===== src/rtl/sd_block_server.sv =====
// Serves 512-byte blocks between a client sector buffer and a byte-wide backing memory.
// Optional macro SDSRV_WRITE_PROTECT_EN adds a wp input that suppresses memory writes.
module sd_block_server #(
  parameter int MAX_LBA = 455,
  parameter int MEM_AW  = 23
) (
  input  logic              clk,
  input  logic              reset,
`ifdef SDSRV_WRITE_PROTECT_EN
  input  logic              wp,
`endif
  input  logic [31:0]       sd_lba,
  input  logic              sd_rd,
  input  logic              sd_wr,
  output logic              sd_ack,
  output logic [8:0]        sd_buff_addr,
  output logic [7:0]        sd_buff_dout,
  output logic              sd_buff_wr,
  input  logic [7:0]        sd_buff_din,
  output logic [MEM_AW-1:0] mem_addr,
  output logic              mem_rd,
  output logic              mem_wr,
  output logic [7:0]        mem_dout,
  input  logic [7:0]        mem_din,
  input  logic              mem_ready,
  output logic              err
);

  typedef enum logic [2:0] {
    IDLE, RD_FETCH, RD_PUT, WR_ADDR, WR_SAMPLE, WR_STORE, DONE
  } state_t;

  state_t            r_state;
  logic [MEM_AW-10:0] r_lba;
  logic [8:0]        r_index;
  logic              r_skip;

  logic              w_lba_oob;
  logic              w_wp;
  logic              w_last;
  logic [8:0]        w_index_inc;

  assign w_lba_oob   = (sd_lba >= 32'(MAX_LBA));
  assign w_last      = (r_index == 9'd511);
  assign w_index_inc = r_index + 9'd1;

`ifdef SDSRV_WRITE_PROTECT_EN
  assign w_wp = wp;
`else
  assign w_wp = 1'b0;
`endif

  // r_skip: handshake with the client runs normally, backing memory is never touched
  always_ff @(posedge clk or posedge reset) begin
    if (reset) begin
      r_state      <= IDLE;
      r_lba        <= '0;
      r_index      <= '0;
      r_skip       <= 1'b0;
      sd_ack       <= 1'b0;
      sd_buff_addr <= '0;
      sd_buff_dout <= '0;
      sd_buff_wr   <= 1'b0;
      mem_addr     <= '0;
      mem_rd       <= 1'b0;
      mem_wr       <= 1'b0;
      mem_dout     <= '0;
      err          <= 1'b0;
    end else begin
      case (r_state)
        IDLE: begin
          if (sd_rd || sd_wr) begin
            r_lba        <= sd_lba[MEM_AW-10:0];
            r_index      <= '0;
            sd_ack       <= 1'b1;
            sd_buff_addr <= '0;
            mem_addr     <= {sd_lba[MEM_AW-10:0], 9'd0};
            if (sd_rd) begin
              r_skip  <= w_lba_oob;
              mem_rd  <= ~w_lba_oob;
              r_state <= RD_FETCH;
            end else begin
              r_skip  <= w_lba_oob | w_wp;
              r_state <= WR_ADDR;
            end
          end
        end
        RD_FETCH: begin
          if (r_skip || mem_ready) begin
            mem_rd       <= 1'b0;
            sd_buff_dout <= r_skip ? 8'h00 : mem_din;
            sd_buff_addr <= r_index;
            sd_buff_wr   <= 1'b1;
            r_state      <= RD_PUT;
          end
        end
        RD_PUT: begin
          sd_buff_wr <= 1'b0;
          if (w_last) begin
            sd_ack  <= 1'b0;
            err     <= r_skip;
            r_state <= DONE;
          end else begin
            r_index  <= w_index_inc;
            mem_addr <= {r_lba, w_index_inc};
            mem_rd   <= ~r_skip;
            r_state  <= RD_FETCH;
          end
        end
        WR_ADDR: r_state <= WR_SAMPLE;
        // client buffer RAM returns data one cycle after the address is presented
        WR_SAMPLE: begin
          mem_dout <= sd_buff_din;
          mem_wr   <= ~r_skip;
          r_state  <= WR_STORE;
        end
        WR_STORE: begin
          if (r_skip || mem_ready) begin
            mem_wr <= 1'b0;
            if (w_last) begin
              sd_ack  <= 1'b0;
              err     <= r_skip;
              r_state <= DONE;
            end else begin
              r_index      <= w_index_inc;
              sd_buff_addr <= w_index_inc;
              mem_addr     <= {r_lba, w_index_inc};
              r_state      <= WR_ADDR;
            end
          end
        end
        DONE: begin
          err     <= 1'b0;
          r_state <= IDLE;
        end
        default: r_state <= IDLE;
      endcase
    end
  end

endmodule


===== config.mk =====
export PLATFORM = sky130hd
export DESIGN_NAME = sd_block_server
export DESIGN_NICKNAME = d
export VERILOG_FILES = /design/src/rtl/sd_block_server.sv
export SDC_FILE = /design/constraint.sdc
export NUM_CORES = 1
export LEC_CHECK = 0
export CAP_MARGIN = 20
export CORE_ASPECT_RATIO = 1.2
export CORE_MARGIN = 10
export CORE_UTILIZATION = 25
export DETAILED_ROUTE_END_ITERATION = 10
export MAX_ROUTING_LAYER = met4
export PLACE_DENSITY = 0.46
export SLEW_MARGIN = 20
export SYNTH_ARGS = -nofsm -noshare
export SYNTH_HDL_FRONTEND = slang
export SYNTH_SLANG_ARGS = --single-unit

===== constraint.sdc =====
create_clock -name clk -period 7.1 [get_ports clk]
set_input_delay 0.71 -clock clk [delete_from_list [all_inputs] [get_ports clk]]
set_output_delay 0.71 -clock clk [all_outputs]
set_load 0.01 [all_outputs]

==> results.md <==
- The via count of the first global-routing pass was a little over 3,000.
- The area of the die is ~0.02 mm2.
- After detailed routing, the number of remaining DRC violations is 0.
- For the worst setup path, the data arrival time is 3.32 ns.
- The final-report setup violation count is 0.
- The count of synthesis-stage warnings from yosys is 0.
- The register clock-pin slew on the reported worst setup and hold paths is about 0.06 ns.
- Measured on the finished design, the core utilization comes to between 30% and 40%.
- The clock tree root buffer cell is sky130_fd_sc_hd__clkbuf_16.
- The total detailed-routing wirelength is 9870 um.
- Headroom to the max-slew limit came out at roughly a third.
- Setup repair after global routing left no endpoint under its margin.
- The detail route stage leaves a number of antenna-violating nets equal to 0.
- The kind of path behind the tightest hold check is flop to flop.
- The maximum number of pins on one net before global-route repair is 72.
- The smallest clock period supported by the final layout is computed as 3.10 ns.
- The final clock skew is ~0.008 ns.
- In this run, CTS created clock tree buffers numbering 9.
- The total of hold buffers inserted after clock tree synthesis is 0.
- The net count of the finished layout is about 460.
- The mean routed wirelength per cell is ~17 um.
- STA classifies the critical path startpoint as a flop.
- The launch instance of the worst register-to-register path is mem_addr[0]$_DFFE_PP0P_.
- The static leakage is ~2.0 nW.
- The overall fraction of global-route tracks in use is 10.8%.
- The global-route wire length before repair is ~16,000 um.
- Synthesis inferred 71 register bits.
- The final-report max-slew violation count came to 0.
- The post-route netlist has 22.0% of its cells at a drive strength greater than 1.
- For this block, the initial DRC count from the detailed router was 91.
- The antenna diode count is 0.
- The clock net in this run drives a total of a little over 70 sinks.
- The area of the mapped netlist is 0.00357 mm2.
- Ranked by total cell area, the synthesized netlist is headed by sky130_fd_sc_hd__dfrtp_1 (50%), sky130_fd_sc_hd__mux2_2 (16%), sky130_fd_sc_hd__mux2_4 (4.2%).
- The number of hold violations in the final report is 0.
- In this run the worst path has a maximum fanout of 23.
- The number of I/O pins is approximately 110.
- The total area inside the core boundary comes to 0.0139 mm2.
- The initial cell density of the core is about a quarter.
- The worst register-to-register path has a depth of 9.
- The path with the worst hold slack has its endpoint at r_lba[1]$_DFFE_PP0P_.
- Compared with the post-synthesis result, the final layout area differs by 40.7%.
- IR analysis of the VDD net gives a maximum drop of ~110 uV.
- The detailed placement HPWL is roughly 7300 um.
- The type of element capturing the critical path is a flop.
- The layer with the highest usage after global routing is met2.
- The cell count after synthesis came out at slightly below 300.
- The number of cells on the worst hold path is 1.
- The design draws approximately 1.9 mW.
- The flop-to-flop setup slack is roughly 4 ns.
- The synthesized design contains 0 enable-type register cells.
- The number of resized instances in the post-cts repair step is 0.
- Summed over all layers, the global routing overflow is 0.
- The total negative setup slack is 0 ns.
- The worst-margin pin slew is ~0.98 ns.
- The initialized floorplan defines 47 standard-cell rows.
- The weighted congestion reported at the end of routability-driven placement is approximately 0.80.
- sky130_fd_sc_hd__dfrtp_1 takes more of the synthesized area than any other cell.
- After layout, the worst setup slack is ~4 ns.
- For met2 alone, demand over resource in global routing was around 17%.
- For this run, asynchronously set or reset flops after synthesis account for 100%.
- The origin of the worst min-delay path is r_lba[1]$_DFFE_PP0P_.
- The achievable clock frequency is about 0.32 GHz.
- The H-tree was split into 3 levels.
- Of the post-synthesis cell area, the dominant cell type holds around half.
- The fraction of met1 tracks used by global routing is about an eighth.
- After detailed routing, the number of vias per cell comes to 4.67.
- The first TritonRoute pass finished after 4 iterations.
- The top cell types in the final layout, fill and taps aside, are sky130_fd_sc_hd__clkdlybuf4s50_1 (105), sky130_fd_sc_hd__dfrtp_1 (71), sky130_fd_sc_hd__mux2_2 (51).
- The width of the die is about 130 um.
- The total of max-cap violations is 0.
- The number of distinct library cells after synthesis is 60.
- The initial antenna violation count came to 0.
- The flow ran to the end, and the final reports show no timing, DRC or antenna violations.
- The commonest non-fill, non-tap cell in the layout is sky130_fd_sc_hd__clkdlybuf4s50_1.
- In this run the critical register-to-register path is captured at mem_addr[22]$_DFFE_PP0P_.
- The count of port buffers added during placement is 105.
- The maximum count of clock buffers along a single path is 2.
- The dominant register cell in the synthesized netlist is sky130_fd_sc_hd__dfrtp_1.
- Dividing total power by cell area gives a power density of 379 mW/mm2.
- For met3 alone, demand over resource in global routing was under 10%.
- The proportion of synthesized chip area in sequential cells is approximately half.
- TritonCTS built the clock tree.
- The number of nets in the synthesized netlist is about 350.
- The die is 151 um tall.
- Of the available clock period, the critical path in the final layout requires 43.7%.
- The endpoint required time on the critical path is approximately 7.3 ns.
- After clock tree synthesis, the setup repair step added 0 buffers.
- The later pin in the worst-skew pair is clocked with a latency of 0.34 ns.
- The number of vias in the routed layout is 2,688.
- The post-placement setup slack is ~4.0 ns.
- A synthesized cell averages ~12 um2.
- By startpoint and endpoint, the worst setup path is classified as flop to flop.
[cells in the mapped netlist, types with 3 or more instances]
master / instances
sky130_fd_sc_hd__buf_4: 4
sky130_fd_sc_hd__a21oi_1: 5
sky130_fd_sc_hd__dfrtp_1: 71
sky130_fd_sc_hd__o22ai_1: 6
sky130_fd_sc_hd__or4_1: 3
sky130_fd_sc_hd__clkbuf_1: 4
sky130_fd_sc_hd__a211oi_1: 3
sky130_fd_sc_hd__nor2_1: 13
sky130_fd_sc_hd__nor4_1: 5
sky130_fd_sc_hd__inv_1: 10
sky130_fd_sc_hd__xnor2_1: 7
sky130_fd_sc_hd__mux2_4: 10
sky130_fd_sc_hd__and3_1: 3
sky130_fd_sc_hd__nand2_1: 12
sky130_fd_sc_hd__buf_2: 4
sky130_fd_sc_hd__a21o_1: 4
sky130_fd_sc_hd__o31ai_1: 3
sky130_fd_sc_hd__mux2_2: 51
sky130_fd_sc_hd__o21ai_0: 10
sky130_fd_sc_hd__nor2b_1: 8
sky130_fd_sc_hd__nor3_1: 9
[sequential cells by signal (all words and copies together) (netlist names)]
signal	cells
sd_buff_wr	1
err	1
r_skip	1
sd_buff_dout	8
mem_dout	8
sd_buff_addr	9
r_state	3
mem_wr	1
r_lba	14
mem_rd	1
sd_ack	1
mem_addr	23
[per-layer routing]
metal / part of all wire (%) / wire length, um / vias up
met4: 1.8 / 174 / 0
met2: 49 / 4830 / 73
met1: 44 / 4310 / 1308
li1: - / - / 1295
met5: 0 / 0 / -
met3: 5.7 / 559 / 12
[per-stage QoR]
step	hold slack (ns)	cells	cell area, um2
detailed placement	0.465	560	4770
floorplan	0.452	297	3570
finish	0.482	576	5030
global route	0.504	576	5030
global placement	0.464	559	4760
CTS	0.485	576	5030
[critical path, stage by stage (launching register included)]
cell and delay, ns:
sky130_fd_sc_hd__dfrtp_1 0.44, sky130_fd_sc_hd__ha_1 0.26, sky130_fd_sc_hd__nand3_1 0.17, sky130_fd_sc_hd__nor3_1 0.26
sky130_fd_sc_hd__ha_1 0.61, sky130_fd_sc_hd__nand2b_1 0.24, sky130_fd_sc_hd__o21ai_1 0.10, sky130_fd_sc_hd__a32oi_2 0.18
sky130_fd_sc_hd__buf_4 0.33, sky130_fd_sc_hd__mux2_2 0.38
[logic make-up (layout without fill, tap and decap cells)]
kind of cell             count (synthesis)  in the layout  share of synthesized area, %
AO/OA/AOI/OAI                           54             54                          11.0
AND/OR/NAND/NOR                         69             69                          11.2
adder cells (fa/ha/maj)                  2              2                         0.700
flip-flops                              71             71                          49.7
XOR/XNOR                                 8              8                          1.96
multiplexers                            65             65                          21.5
buffers and inverters                   28            136                          3.92
[report_power, final]
part	leakage [nW]	switching (mW)	internal, mW	total [mW]
Clock	0.126	0.164	0.235	0.399
Sequential	0.890	0.129	0.546	0.675
Combinational	0.999	0.355	0.476	0.831
[final cells by class]
| type | count | area, um2 |
|---|---|---|
| clock inverters | 4 | 22.5 |
| flip-flops and latches | 71 | 1780 |
| fillers | 1397 | 8910 |
| clock buffers | 12 | 236 |
| repair buffers | 108 | 1080 |
| well taps | 171 | 214 |
| inverters | 12 | 45.0 |
| multi-input cells | 198 | 1660 |
[worst max-delay path by stage]
stage	slack, ns	cells past startpoint	from	endpoint
after floorplan	4.58	10	mem_addr[0]$_DFFE_PP0P_	mem_addr[15]$_DFFE_PP0P_
after global placement	4.15	9	mem_addr[0]$_DFFE_PP0P_	mem_addr[9]$_DFFE_PP0P_
after detailed placement	4.00	9	mem_addr[0]$_DFFE_PP0P_	mem_addr[22]$_DFFE_PP0P_
after CTS	3.98	9	mem_addr[0]$_DFFE_PP0P_	mem_addr[22]$_DFFE_PP0P_
after global routing	3.71	9	mem_addr[0]$_DFFE_PP0P_	mem_addr[12]$_DFFE_PP0P_
final	4.00	9	mem_addr[0]$_DFFE_PP0P_	mem_addr[22]$_DFFE_PP0P_
(Power assumes the default switching activity.)
